### src/rtl/cpu_defs_pkg.sv
// Shared decode constants for the multi-cycle controller: opcodes, state codes, pc_src codes.
package cpu_defs;

  localparam int unsigned OPC_W   = 6;
  localparam int unsigned STATE_W = 3;
  localparam int unsigned PCSRC_W = 2;

  localparam logic [OPC_W-1:0] OP_LW   = 6'b110001;
  localparam logic [OPC_W-1:0] OP_SW   = 6'b110000;
  localparam logic [OPC_W-1:0] OP_BEQ  = 6'b110100;
  localparam logic [OPC_W-1:0] OP_BNE  = 6'b110101;
  localparam logic [OPC_W-1:0] OP_J    = 6'b111000;
  localparam logic [OPC_W-1:0] OP_JAL  = 6'b111010;
  localparam logic [OPC_W-1:0] OP_JR   = 6'b111001;
  localparam logic [OPC_W-1:0] OP_HALT = 6'b111111;

  localparam logic [STATE_W-1:0] S_IF   = 3'b000;
  localparam logic [STATE_W-1:0] S_ID   = 3'b001;
  localparam logic [STATE_W-1:0] S_EXE  = 3'b010;
  localparam logic [STATE_W-1:0] S_MEM  = 3'b011;
  localparam logic [STATE_W-1:0] S_WB   = 3'b100;
  localparam logic [STATE_W-1:0] S_HALT = 3'b111;

  localparam logic [PCSRC_W-1:0] PC_PLUS4  = 2'b00;
  localparam logic [PCSRC_W-1:0] PC_BRANCH = 2'b01;
  localparam logic [PCSRC_W-1:0] PC_JUMP   = 2'b10;
  localparam logic [PCSRC_W-1:0] PC_RS     = 2'b11;

endpackage

### src/rtl/ctrl_counters.sv
// Debug counters: cycles while running and retired instructions, both wrap silently.
// Ports: CLK, Reset (async active-low), i_run (count cycle), i_retire (count
// instruction), o_cyc_cnt / o_ret_cnt (CNT_W-bit counts).
module ctrl_counters #(
  parameter int unsigned CNT_W = 32
) (
  input  logic             CLK,
  input  logic             Reset,
  input  logic             i_run,
  input  logic             i_retire,
  output logic [CNT_W-1:0] o_cyc_cnt,
  output logic [CNT_W-1:0] o_ret_cnt
);

  logic [CNT_W-1:0] r_cyc;
  logic [CNT_W-1:0] r_ret;

  // Free-running counters; natural overflow gives the modulo-2^CNT_W wrap.
  always_ff @(posedge CLK or negedge Reset) begin
    if (!Reset) begin
      r_cyc <= '0;
      r_ret <= '0;
    end else begin
      if (i_run)    r_cyc <= r_cyc + CNT_W'(1);
      if (i_retire) r_ret <= r_ret + CNT_W'(1);
    end
  end

  assign o_cyc_cnt = r_cyc;
  assign o_ret_cnt = r_ret;

endmodule

### src/rtl/multi_cycle_ctrl.sv
// Multi-cycle instruction sequencer: steps IF/ID/EXE/MEM/WB per opcode and
// decodes the datapath latch, register-file, memory and PC enables from state.
// Ports: CLK, Reset (async active-low), opcode (IR[31:26]), zero (ALU flag);
// IRWre/ABWre/ALUWre/DBWre/RegWre/MemWre/PCWre enables, pc_src select,
// state code, halted, cyc_cnt / ret_cnt debug counters.
module multi_cycle_ctrl
  import cpu_defs::*;
#(
  parameter int unsigned CNT_W = 32
) (
  input  logic               CLK,
  input  logic               Reset,
  input  logic [OPC_W-1:0]   opcode,
  input  logic               zero,
  output logic               IRWre,
  output logic               ABWre,
  output logic               ALUWre,
  output logic               DBWre,
  output logic               RegWre,
  output logic               MemWre,
  output logic               PCWre,
  output logic [PCSRC_W-1:0] pc_src,
  output logic [STATE_W-1:0] state,
  output logic               halted,
  output logic [CNT_W-1:0]   cyc_cnt,
  output logic [CNT_W-1:0]   ret_cnt
);

  logic [STATE_W-1:0] r_state;
  logic [STATE_W-1:0] w_next;
  logic               w_is_jmp;
  logic               w_is_br;
  logic               w_is_mem;
  logic               w_taken;

  assign w_is_jmp = (opcode == OP_J) || (opcode == OP_JAL) || (opcode == OP_JR);
  assign w_is_br  = (opcode == OP_BEQ) || (opcode == OP_BNE);
  assign w_is_mem = (opcode == OP_LW) || (opcode == OP_SW);
  assign w_taken  = (opcode == OP_BEQ) ? zero : ~zero;

  // State register
  always_ff @(posedge CLK or negedge Reset) begin
    if (!Reset) r_state <= S_IF;
    else        r_state <= w_next;
  end

  // Next-state logic; anything not a jump/branch/memory/halt op runs the ALU path
  always_comb begin
    w_next = S_IF;
    case (r_state)
      S_IF:   w_next = S_ID;
      S_ID: begin
        if (w_is_jmp)               w_next = S_IF;
        else if (opcode == OP_HALT) w_next = S_HALT;
        else                        w_next = S_EXE;
      end
      S_EXE: begin
        if (w_is_br)       w_next = S_IF;
        else if (w_is_mem) w_next = S_MEM;
        else               w_next = S_WB;
      end
      S_MEM:  w_next = (opcode == OP_SW) ? S_IF : S_WB;
      S_WB:   w_next = S_IF;
      S_HALT: w_next = S_HALT;
      default: w_next = S_IF;
    endcase
  end

  // Moore enable decode; gating with Reset drops every enable as soon as reset asserts
  always_comb begin
    IRWre  = 1'b0;
    ABWre  = 1'b0;
    ALUWre = 1'b0;
    DBWre  = 1'b0;
    RegWre = 1'b0;
    MemWre = 1'b0;
    PCWre  = 1'b0;
    pc_src = PC_PLUS4;
    if (Reset) begin
      case (r_state)
        S_IF: IRWre = 1'b1;
        S_ID: begin
          if (w_is_jmp) begin
            PCWre  = 1'b1;
            RegWre = (opcode == OP_JAL);
            pc_src = (opcode == OP_JR) ? PC_RS : PC_JUMP;
          end else if (opcode != OP_HALT) begin
            ABWre = 1'b1;
          end
        end
        S_EXE: begin
          ALUWre = 1'b1;
          if (w_is_br) begin
            PCWre  = 1'b1;
            pc_src = w_taken ? PC_BRANCH : PC_PLUS4;
          end
        end
        S_MEM: begin
          if (opcode == OP_SW) begin
            MemWre = 1'b1;
            PCWre  = 1'b1;
          end else begin
            DBWre = 1'b1;
          end
        end
        S_WB: begin
          RegWre = 1'b1;
          PCWre  = 1'b1;
        end
        default: ;
      endcase
    end
  end

  assign state  = r_state;
  assign halted = (r_state == S_HALT);

  ctrl_counters #(.CNT_W(CNT_W)) u_counters (
    .CLK       (CLK),
    .Reset     (Reset),
    .i_run     (~halted),
    .i_retire  (PCWre),
    .o_cyc_cnt (cyc_cnt),
    .o_ret_cnt (ret_cnt)
  );

endmodule
### config.mk
export PLATFORM = sky130hd
export DESIGN_NAME = multi_cycle_ctrl
export DESIGN_NICKNAME = d
export VERILOG_FILES = /design/src/rtl/cpu_defs_pkg.sv /design/src/rtl/ctrl_counters.sv /design/src/rtl/multi_cycle_ctrl.sv
export SDC_FILE = /design/constraint.sdc
export NUM_CORES = 1
export LEC_CHECK = 0
export ABC_AREA = 1
export CAP_MARGIN = 0
export CORE_MARGIN = 1.5
export CORE_UTILIZATION = 48
export CTS_CLUSTER_DIAMETER = 200
export DETAILED_ROUTE_END_ITERATION = 6
export PLACE_DENSITY = 0.85
export SLEW_MARGIN = 20
export SYNTH_ARGS = -nofsm -noshare
export SYNTH_HDL_FRONTEND = slang
export SYNTH_SLANG_ARGS = --single-unit
### constraint.sdc
create_clock -name CLK -period 1.8 [get_ports CLK]
set_clock_uncertainty 0.2 [all_clocks]
set_input_delay 0.36 -clock CLK [delete_from_list [all_inputs] [get_ports CLK]]
set_output_delay 0.36 -clock CLK [all_outputs]
set_load 0.05 [all_outputs]
After elaboration in Yosys (flattened, before gate mapping)
Cells that the tools add are included.
W data, S select, Z words.
Operators by class
  equality and inequality tests: 14
  muxes and demuxes: 34
  $add $sub $neg: 2
  reduce and logical (&&, ||, !) cells: 5
  bitwise gates (word level): 1
Operator list (number)
  $add A32 B1 Y32 const B: 2
  $eq A6 B6 Y1 const B: 8
  $mux W1: 23
  $mux W3: 5
  $pmux W3 S5: 1
  $eq A3 B2 Y1 const B: 2
  $eq A3 B3 Y1 const B: 2
  $ne A6 B6 Y1 const B: 1
  $logic_or A1 B1 Y1: 4
  $mux W2: 2
  $pmux W1 S4: 1
  $pmux W2 S2: 1
  $eq A3 B1 Y1 const B: 1
  $logic_not A3 Y1: 1
  $pmux W1 S2: 1
  $not A1 Y1: 1
Word-level totals
  bits in registers: 67
  output and inout bits: 77

Depth between registers and ports, before layout
Gate-level depths: netlist of the first run.
  depth after elaboration: 6
  mapped depth: 11
  gate-level depth less buffers: 10

Hierarchy
From an unflattened synthesis of the first run, not the netlist that was laid out.
Unflattened totals
  cell total of the unflattened synthesis: 500
  area total of the unflattened synthesis: 3902.5 um2
Modules (own cells, without submodules)
  ctrl_counters: area each 3493.4 um2, seq. area each 1601.5 um2, times used 1, cells each 428
  multi_cycle_ctrl: area each 409.1 um2, seq. area each 75.1 um2, times used 1, cells each 72

Worst setup path after synthesis of the first run
No wires, ideal clock.
  path type: reg-to-output
  start: register r_state[2], in the netlist state[2]
  end: output port ABWre
  stages on the path, launching flop included: 6
  data required time: 1.240 ns
  setup slack: -0.873 ns
  arrival time: 2.113 ns
  cell sequence: dfrtp_1 -> inv_2 -> nand3_4 -> inv_2 -> nand2_1 -> nor3_1
On the way
  word-level cells in the longest chain between the ends: 3
Ends and longest elaborated chain
  start: declaration: line multi_cycle_ctrl.sv:29  | logic [STATE_W-1:0] r_state;
  start signal: assignment: line multi_cycle_ctrl.sv:44  | else r_state <= w_next;
  $eq A3 B1 Y1: line multi_cycle_ctrl.sv:80  | case (r_state)
  $mux W1: line multi_cycle_ctrl.sv:80
  $mux W1: line multi_cycle_ctrl.sv:79  | if (Reset) begin
  end: declaration: line multi_cycle_ctrl.sv:16  | output logic ABWre,
Every way passes these cells.

Final worst setup path of the first run
  start: register r_state[0], in the netlist state[0]
  end: output port PCWre
On the way
  word-level cells in the longest chain between the ends: 3
  elaborated cells on any way between the ends: 6
Ends and longest elaborated chain
  $eq A3 B3 Y1, or another cell as far along: line multi_cycle_ctrl.sv:80
  $pmux W1 S4 *: line multi_cycle_ctrl.sv:80
  $mux W1 *: line multi_cycle_ctrl.sv:79
  end: declaration: line multi_cycle_ctrl.sv:21  | output logic PCWre,
Every way passes the cells marked *; elsewhere a longest branch is shown, timed or not.

==> results of run 1 <==
## placed cells by master (no fill, tap or decap), types with 15 or more instances in the layout
| cell type | n |
|---|---|
| nand3b_1 | 22 |
| xor2_1 | 16 |
| nor2_2 | 18 |
| nand2_1 | 261 |
| xnor2_1 | 16 |
| dfrtp_1 | 33 |
| nor2_1 | 75 |
| nor2_4 | 21 |
| buf_12 | 79 |
| nand3_1 | 20 |
| dfrtp_2 | 33 |
| buf_6 | 15 |
| nand2_2 | 34 |
| buf_4 | 47 |
| inv_1 | 42 |
## layer usage
layer,share of wire,global-route usage,up-vias,wire length (um)
met1,0.33,0.367,2649,6640
met5,0,0,-,0
met4,0.095,0.146,0,1940
met3,0.11,0.0485,216,2270
met2,0.47,0.558,567,9500
li1,-,-,2385,-
## per-stage QoR
stage / cell area (sq um) / setup WS (ns) / total power, mW / hold WS (ns) / TNS [ns]
after floorplan: 4620 / -0.152 / 3.24 / -0.136 / -0.741
after global placement: 6600 / -0.472 / 4.35 / 0.258 / -16.39
after detailed placement: 6600 / -0.547 / 4.43 / 0.262 / -20.12
after CTS: 7040 / -0.375 / 5.94 / -0.111 / -2.66
after global routing: 7560 / -0.590 / 6.84 / -0.0737 / -14.05
final: 7560 / -0.562 / 6.69 / -0.123 / -10.42
## power breakdown
group | switching (mW) | internal (mW)
combinational | 1.85 | 1.44
clock | 0.699 | 0.716
sequential | 0.309 | 1.68
total | 2.86 | 3.83
## state kept, by name (all words and copies together) (netlist names)
name,count
state,3
u_counters.o_ret_cnt,32
u_counters.o_cyc_cnt,32
## repair_timing
item / CTS / global route
gates cloned: 0 / 3
setup endpoints to repair: 43 / 67
buffers inserted: 14 / 13
gates resized for setup: 53 / 107
pin swaps: 18 / 23
hold endpoints to repair: 67 / 67
## cell families after synthesis
logic type | after synthesis | share of synthesized area
AO/OA/AOI/OAI | 13 | 0.0163
XOR/XNOR | 32 | 0.0629
adder cells (fa/ha/maj) | 2 | 0.00562
buffers and inverters | 60 | 0.0604
flip-flops | 67 | 0.376
AND/OR/NAND/NOR | 493 | 0.479
## worst max-delay path by stage
stage | start | end | slack (ns) | cells after the start
after floorplan | state[2]$_DFF_PN0_ | ABWre | -0.15 | 5
after global placement | opcode[4] | pc_src[0] | -0.47 | 8
after detailed placement | opcode[4] | pc_src[0] | -0.55 | 8
after CTS | state[2]$_DFF_PN0_ | PCWre | -0.38 | 8
after global routing | state[0]$_DFF_PN0_ | PCWre | -0.59 | 7
final | state[0]$_DFF_PN0_ | PCWre | -0.56 | 7
## Yosys cell counts (3+ instances only)
master / instances / area, sq um
nor2_2: 10 / 62.6
a21oi_1: 3 / 15.0
nor2_1: 102 / 383
xnor2_1: 16 / 140
nand2_4: 3 / 33.8
buf_6: 5 / 56.3
inv_2: 5 / 18.8
nand4_1: 6 / 37.5
nand3_1: 32 / 160
inv_1: 44 / 165
nand2_1: 296 / 1110
nand3_4: 3 / 52.6
dfrtp_1: 67 / 1680
o21ai_0: 7 / 35.0
xor2_1: 16 / 140
nand2_2: 4 / 25.0
nand3b_1: 22 / 165
nor3_1: 9 / 45.0
## final cells by class
cell class                      count  area share
Multi-Input combinational cell    543       0.411
Timing Repair Buffer              148       0.287
Sequential cell                    67       0.228
Inverter                           52      0.0298
Clock buffer                       12      0.0205
Tap cell                          108      0.0179
Clock inverter                      4     0.00662
==> load_flow_metrics.sql, run 1 <==
INSERT INTO impl_metrics (metric_group, metric, value, unit) VALUES
('run_status', 'run_status', 'finished with violations', ''),
('run_status', 'violations', 'design-rule violations, negative hold slack, negative setup slack', ''),
('final_layout', 'flip_flop_and_latch_area', '1720', 'sq um'),
('critical_path', 'timing.critical_path.mode_cell', 'nor2_4', ''),
('sta', 'timing.final.hold_violations', '67', ''),
('sta', 'worst-slew-pin-transition', '0.534', 'ns'),
('final_layout', 'final_stage_net_count', '832', ''),
('die', 'num_rows', '34', ''),
('grt', 'grt-ovfl-total', '0', ''),
('routing', 'remaining_drcs', '6', ''),
('placed_design', 'hpwlAfterDp', '9890', 'um'),
('logic_synthesis', 'yosysWarnings', '0', ''),
('logic_synthesis', 'synth_nets', '678', ''),
('grt', 'number_of_global_route_vias_before_repair', '5128', ''),
('logic_synthesis', 'async_flop_share', '1.00', ''),
('routing', 'routed_wirelength', '20300', 'um'),
('final_layout', 'fin_util', '0.855', ''),
('routing', 'dr.pass1.iters', '7', ''),
('worst_hold_path', 'holdCritPathClass', 'input pin to asynchronous set/reset pin', ''),
('critical_path', 'startpoint_type', 'register', ''),
('die', 'full_die_area', '9870', 'sq um'),
('routing', 'avgViaCountPerCell', '6.23', ''),
('logic_synthesis', 'synth_seq_area_share', '0.376', ''),
('final_layout', 'area_growth_syn_to_layout', '69.8', '%'),
('clock_tree', 'clkSinkCount', '67', ''),
('routing', 'route.antenna.remaining_nets', '0', ''),
('sta', 'timing.final.max_slew_violations', '0', ''),
('routing', 'initialDrtViolationCount', '740', ''),
('clock_tree', 'cts-buffers-inserted', '9', ''),
('sta', 'timing.final.crit_share', '1.31', ''),
('critical_path', 'worstPathArrival', '1.80', 'ns'),
('clock_tree', 'cts_htree_levels', '3', ''),
('sta', 'finalSetupViolations', '67', ''),
('clock_tree', 'clock_insertion_delay_worst_skew', '0.36', 'ns'),
('grt', 'global_route.usage.total', '0.312', ''),
('placed_design', 'place_congestion', '0.961', ''),
('logic_synthesis', 'syn-cell-area', '4460', 'sq um'),
('logic_synthesis', 'post_synth.cell_area_avg', '6.68', 'sq um'),
('clock_tree', 'clock_tree.root_cell', 'clkbuf_8', ''),
('routing', 'vias', '5817', ''),
('sta', 'whs', '-0.123', 'ns'),
('clock_tree', 'path_clk_slew', '0.09', 'ns'),
('die', 'start_util', '0.504', ''),
('logic_synthesis', 'synth_edf_count', '0', ''),
('grt', 'grt_antenna_before_repair', '0', ''),
('critical_path', 'ff2ff_setup_slack', '-0.28', 'ns'),
('critical_path', 'worstSetupEndpointType', 'output port', ''),
('final_layout', 'final_layout_size_suffix_gt1_frac', '0.389', ''),
('critical_path', 'timing.critical_path.slowest_stage_cell', 'dfrtp_2', ''),
('power', 'pwr_density_cell', '885', 'nW/um^2'),
('critical_path', 'path_max_fanout', '5', ''),
('final_layout', 'fin_cells', '934', ''),
('final_layout', 'n_antenna_cell', '0', ''),
('logic_synthesis', 'synth_seq_cells', '67', ''),
('placed_design', 'io_buffers', '85', ''),
('sta', 'grt_setup_unrepaired', 'true', ''),
('critical_path', 'worstPathCellList', 'inv_2 -> nand2_2 -> nor2_4 -> o21bai_4 -> nor2_4 -> nor2_4 -> buf_12', ''),
('die', 'floorplan.io_pins', '86', ''),
('critical_path', 'worst-endpoint-required', '1.24', 'ns'),
('critical_path', 'worstPathBufferInverterCount', '2', ''),
('placed_design', 'placed_cells_incl_taps', '891', ''),
('final_layout', 'multi_input_comb_area', '3110', 'sq um'),
('flow_run', 'drv.max_cap_violation_count', '0', ''),
('critical_path', 'cpLargestDelayFamily', 'flip-flops', ''),
('sta', 'maximum_operating_frequency', '423', 'MHz'),
('final_layout', 'fillCellCount', '411', ''),
('clock_tree', 'cts_max_path_buffers', '2', ''),
('critical_path', 'reg2reg_to', 'u_counters.o_cyc_cnt[27]$_DFFE_PN0N_', ''),
('routing', 'drt-wirelength-per-cell', '21.8', 'um'),
('sta', 'final.setup.worst_slack', '-0.562', 'ns'),
('logic_synthesis', 'synth_cells', '667', '');
Power figures use the tool's default switching activity.
==> run 2: changes to the inputs <==
--- a/config.mk
+++ b/config.mk
@@ -7,11 +7,13 @@
 export LEC_CHECK = 0
 export ABC_AREA = 1
 export CAP_MARGIN = 0
+export CELL_PAD_IN_SITES_DETAIL_PLACEMENT = 0
+export CELL_PAD_IN_SITES_GLOBAL_PLACEMENT = 1
 export CORE_MARGIN = 1.5
-export CORE_UTILIZATION = 48
+export CORE_UTILIZATION = 33
 export CTS_CLUSTER_DIAMETER = 200
 export DETAILED_ROUTE_END_ITERATION = 6
-export PLACE_DENSITY = 0.85
+export PLACE_DENSITY = 0.83
 export SLEW_MARGIN = 20
 export SYNTH_ARGS = -nofsm -noshare
 export SYNTH_HDL_FRONTEND = slang
==> load_flow_metrics.sql, run 2 (synthesized netlist as in run 1, its figures left out) <==
INSERT INTO impl_metrics (metric_group, metric, value, unit) VALUES
('critical_path', 'cp-startpoint', 'state[0]$_DFF_PN0_', ''),
('sta', 'whs', '-0.132', 'ns'),
('power', 'pwr_density_cell', '918', 'nW/um^2'),
('critical_path', 'worstPathCellList', 'inv_4 -> nand2_2 -> nor2_2 -> o21bai_4 -> nor2_2 -> nor2_4 -> buf_12', ''),
('critical_path', 'worstPathBufferInverterCount', '2', ''),
('final_layout', 'most_frequent_cells_in_the_layout', 'nand2_1 (288), buf_12 (80), nor2_1 (79)', ''),
('routing', 'dr.pass1.iters', '4', ''),
('clock_tree', 'clock_tree.root_cell', 'clkbuf_16', ''),
('final_layout', 'mostFrequentLayoutCell', 'nand2_1', ''),
('critical_path', 'worst_r2r_startpoint', 'state[0]$_DFF_PN0_', ''),
('routing', 'route.antenna.remaining_nets', '0', ''),
('clock_tree', 'clock_insertion_delay_worst_skew', '0.34', 'ns'),
('sta', 'timing.final.crit_share', '1.22', ''),
('sta', 'finalSetupViolations', '18', ''),
('critical_path', 'path_max_fanout', '5', ''),
('final_layout', 'final_stage_net_count', '833', ''),
('placed_design', 'hpwlAfterDp', '10000', 'um'),
('power', 'peakVddDrop', '1.34', 'mV'),
('die', 'die_w', '119', 'um'),
('worst_hold_path', 'holdCritPathClass', 'input pin to asynchronous set/reset pin', ''),
('clock_tree', 'clock_tree_from_tritoncts', 'done', ''),
('final_layout', 'fin_cells', '1003', ''),
('final_layout', 'final_layout_size_suffix_gt1_frac', '0.337', ''),
('final_layout', 'n_antenna_cell', '0', ''),
('routing', 'routed_wirelength', '14000', 'um'),
('clock_tree', 'path_clk_slew', '0.06', 'ns'),
('critical_path', 'critical_path_class', 'register to output port', ''),
('die', 'num_rows', '42', ''),
('die', 'floorplan.io_pins', '86', ''),
('sta', 'timing.final.max_slew_violations', '0', ''),
('die', 'full_die_area', '14200', 'sq um'),
('final_layout', 'area_growth_syn_to_layout', '71.0', '%'),
('sta', 'grt_setup_unrepaired', 'true', ''),
('clock_tree', 'clkSinkCount', '67', ''),
('sta', 'timing.final.crit_period', '2.20', 'ns'),
('run_status', 'run_status', 'finished with violations', ''),
('critical_path', 'worstPathArrival', '1.64', 'ns'),
('clock_tree', 'cts-buffers-inserted', '9', ''),
('routing', 'avgViaCountPerCell', '4.77', ''),
('critical_path', 'max_stage_delay', '0.48', 'ns'),
('clock_tree', 'cts_htree_levels', '3', ''),
('power', 'power.leakage', '3.32', 'nW'),
('routing', 'drt-wirelength-per-cell', '14.0', 'um'),
('critical_path', 'worst-endpoint-required', '1.24', 'ns'),
('grt', 'grt_pass1_wl', '22700', 'um'),
('sta', 'timing.max_slew.rel_slack', '0.669', ''),
('sta', 'timing.final.hold_violations', '67', ''),
('placed_design', 'pre_cts_slack', '-0.531', 'ns'),
('critical_path', 'worstSetupEndpointType', 'output port', ''),
('clock_tree', 'cts_max_path_buffers', '2', ''),
('grt', 'grt_antenna_before_repair', '0', ''),
('critical_path', 'startpoint_type', 'register', ''),
('grt', 'number_of_global_route_vias_before_repair', '4877', ''),
('grt', 'global_route.usage.total', '0.199', ''),
('critical_path', 'timing.critical_path.slowest_stage_cell', 'dfrtp_2', ''),
('routing', 'vias', '4782', ''),
('critical_path', 'cpLargestDelayFamily', 'flip-flops', ''),
('die', 'start_util', '0.338', ''),
('flow_run', 'drv.max_cap_violation_count', '0', ''),
('grt', 'grt_max_degree', '86', ''),
('routing', 'initialDrtViolationCount', '217', ''),
('placed_design', 'io_buffers', '85', ''),
('sta', 'worst-slew-pin-transition', '0.496', 'ns'),
('run_status', 'violations', 'negative hold slack, negative setup slack', ''),
('routing', 'remaining_drcs', '0', ''),
('die', 'fp.dieH', '119', 'um'),
('die', 'core', '13200', 'sq um'),
('grt', 'grt-ovfl-total', '0', ''),
('placed_design', 'placed_cells_incl_taps', '973', ''),
('critical_path', 'timing.critical_path.mode_cell', 'nor2_2', ''),
('sta', 'final.setup.worst_slack', '-0.405', 'ns'),
('placed_design', 'place_congestion', '0.897', ''),
('sta', 'maximum_operating_frequency', '454', 'MHz');
## run 2: final cells by class
type,instances,area [sq um]
fillers,1186,5570
multi-input cells,541,2920
repair buffers,151,2200
flip-flops and latches,67,1720
clock buffers,10,239
well taps,176,220
inverters,52,219
clock inverters,6,113
## run 2: worst reg2reg max path, stage by stage (launching register included)
cell and delay, ns:
dfrtp_2 0.48, nand2_2 0.11, inv_4 0.04, buf_6 0.12
nand2_8 0.09, buf_12 0.12, nand2_2 0.09, nor2_4 0.14
nand3_4 0.11, o21ai_2 0.14, nand2_1 0.06
## run 2: routing by layer
layer  track usage  up-vias  wire length (um)
met2         0.346      103              7260
li1              -     2381                 -
met1         0.234     2267              5740
met5             0        -                 0
met3        0.0522       31               662
met4        0.0776        0               364
## run 2: report_power, final
| group | leakage (nW) | internal, mW | total, mW | switching [mW] |
|---|---|---|---|---|
| sequential | 0.872 | 1.68 | 1.95 | 0.268 |
| combinational | 2.29 | 1.36 | 2.95 | 1.59 |
| clock | 0.161 | 1.39 | 2.10 | 0.711 |
| total | 3.32 | 4.43 | 7.00 | 2.57 |
## run 2: final timing paths
kind                                                         to  slack [ns]  cells past startpoint
max reg2reg                u_counters.o_cyc_cnt[29]$_DFFE_PN0N_       -0.01                     10
min in group CLK           u_counters.o_cyc_cnt[11]$_DFFE_PN0N_        0.33                      1
min reg2reg                u_counters.o_cyc_cnt[11]$_DFFE_PN0N_        0.33                      1
min                         u_counters.o_ret_cnt[6]$_DFFE_PN0P_       -0.13                      2
max                                                       PCWre       -0.40                      7
max in group asynchronous  u_counters.o_cyc_cnt[18]$_DFFE_PN0N_        1.10                      2
## run 2: timing repair
item / CTS / global route
buffers inserted: 8 / 3
setup endpoints to repair: 43 / 63
gates cloned: 0 / 3
pin swaps: 12 / 10
endpoints found under the hold margin: 67 / 67
gates resized for setup: 31 / 58
## run 2: through the flow
stage | utilization | power, mW | TNS [ns] | area, sq um
after floorplan | - | 3.24 | -0.741 | 4620
after global placement | 0.514 | 4.46 | -17.30 | 6780
after detailed placement | 0.514 | 4.50 | -19.45 | 6780
after CTS | 0.554 | 6.74 | -3.07 | 7300
after global routing | 0.578 | 7.27 | -6.17 | 7620
final | 0.578 | 7.00 | -3.08 | 7620
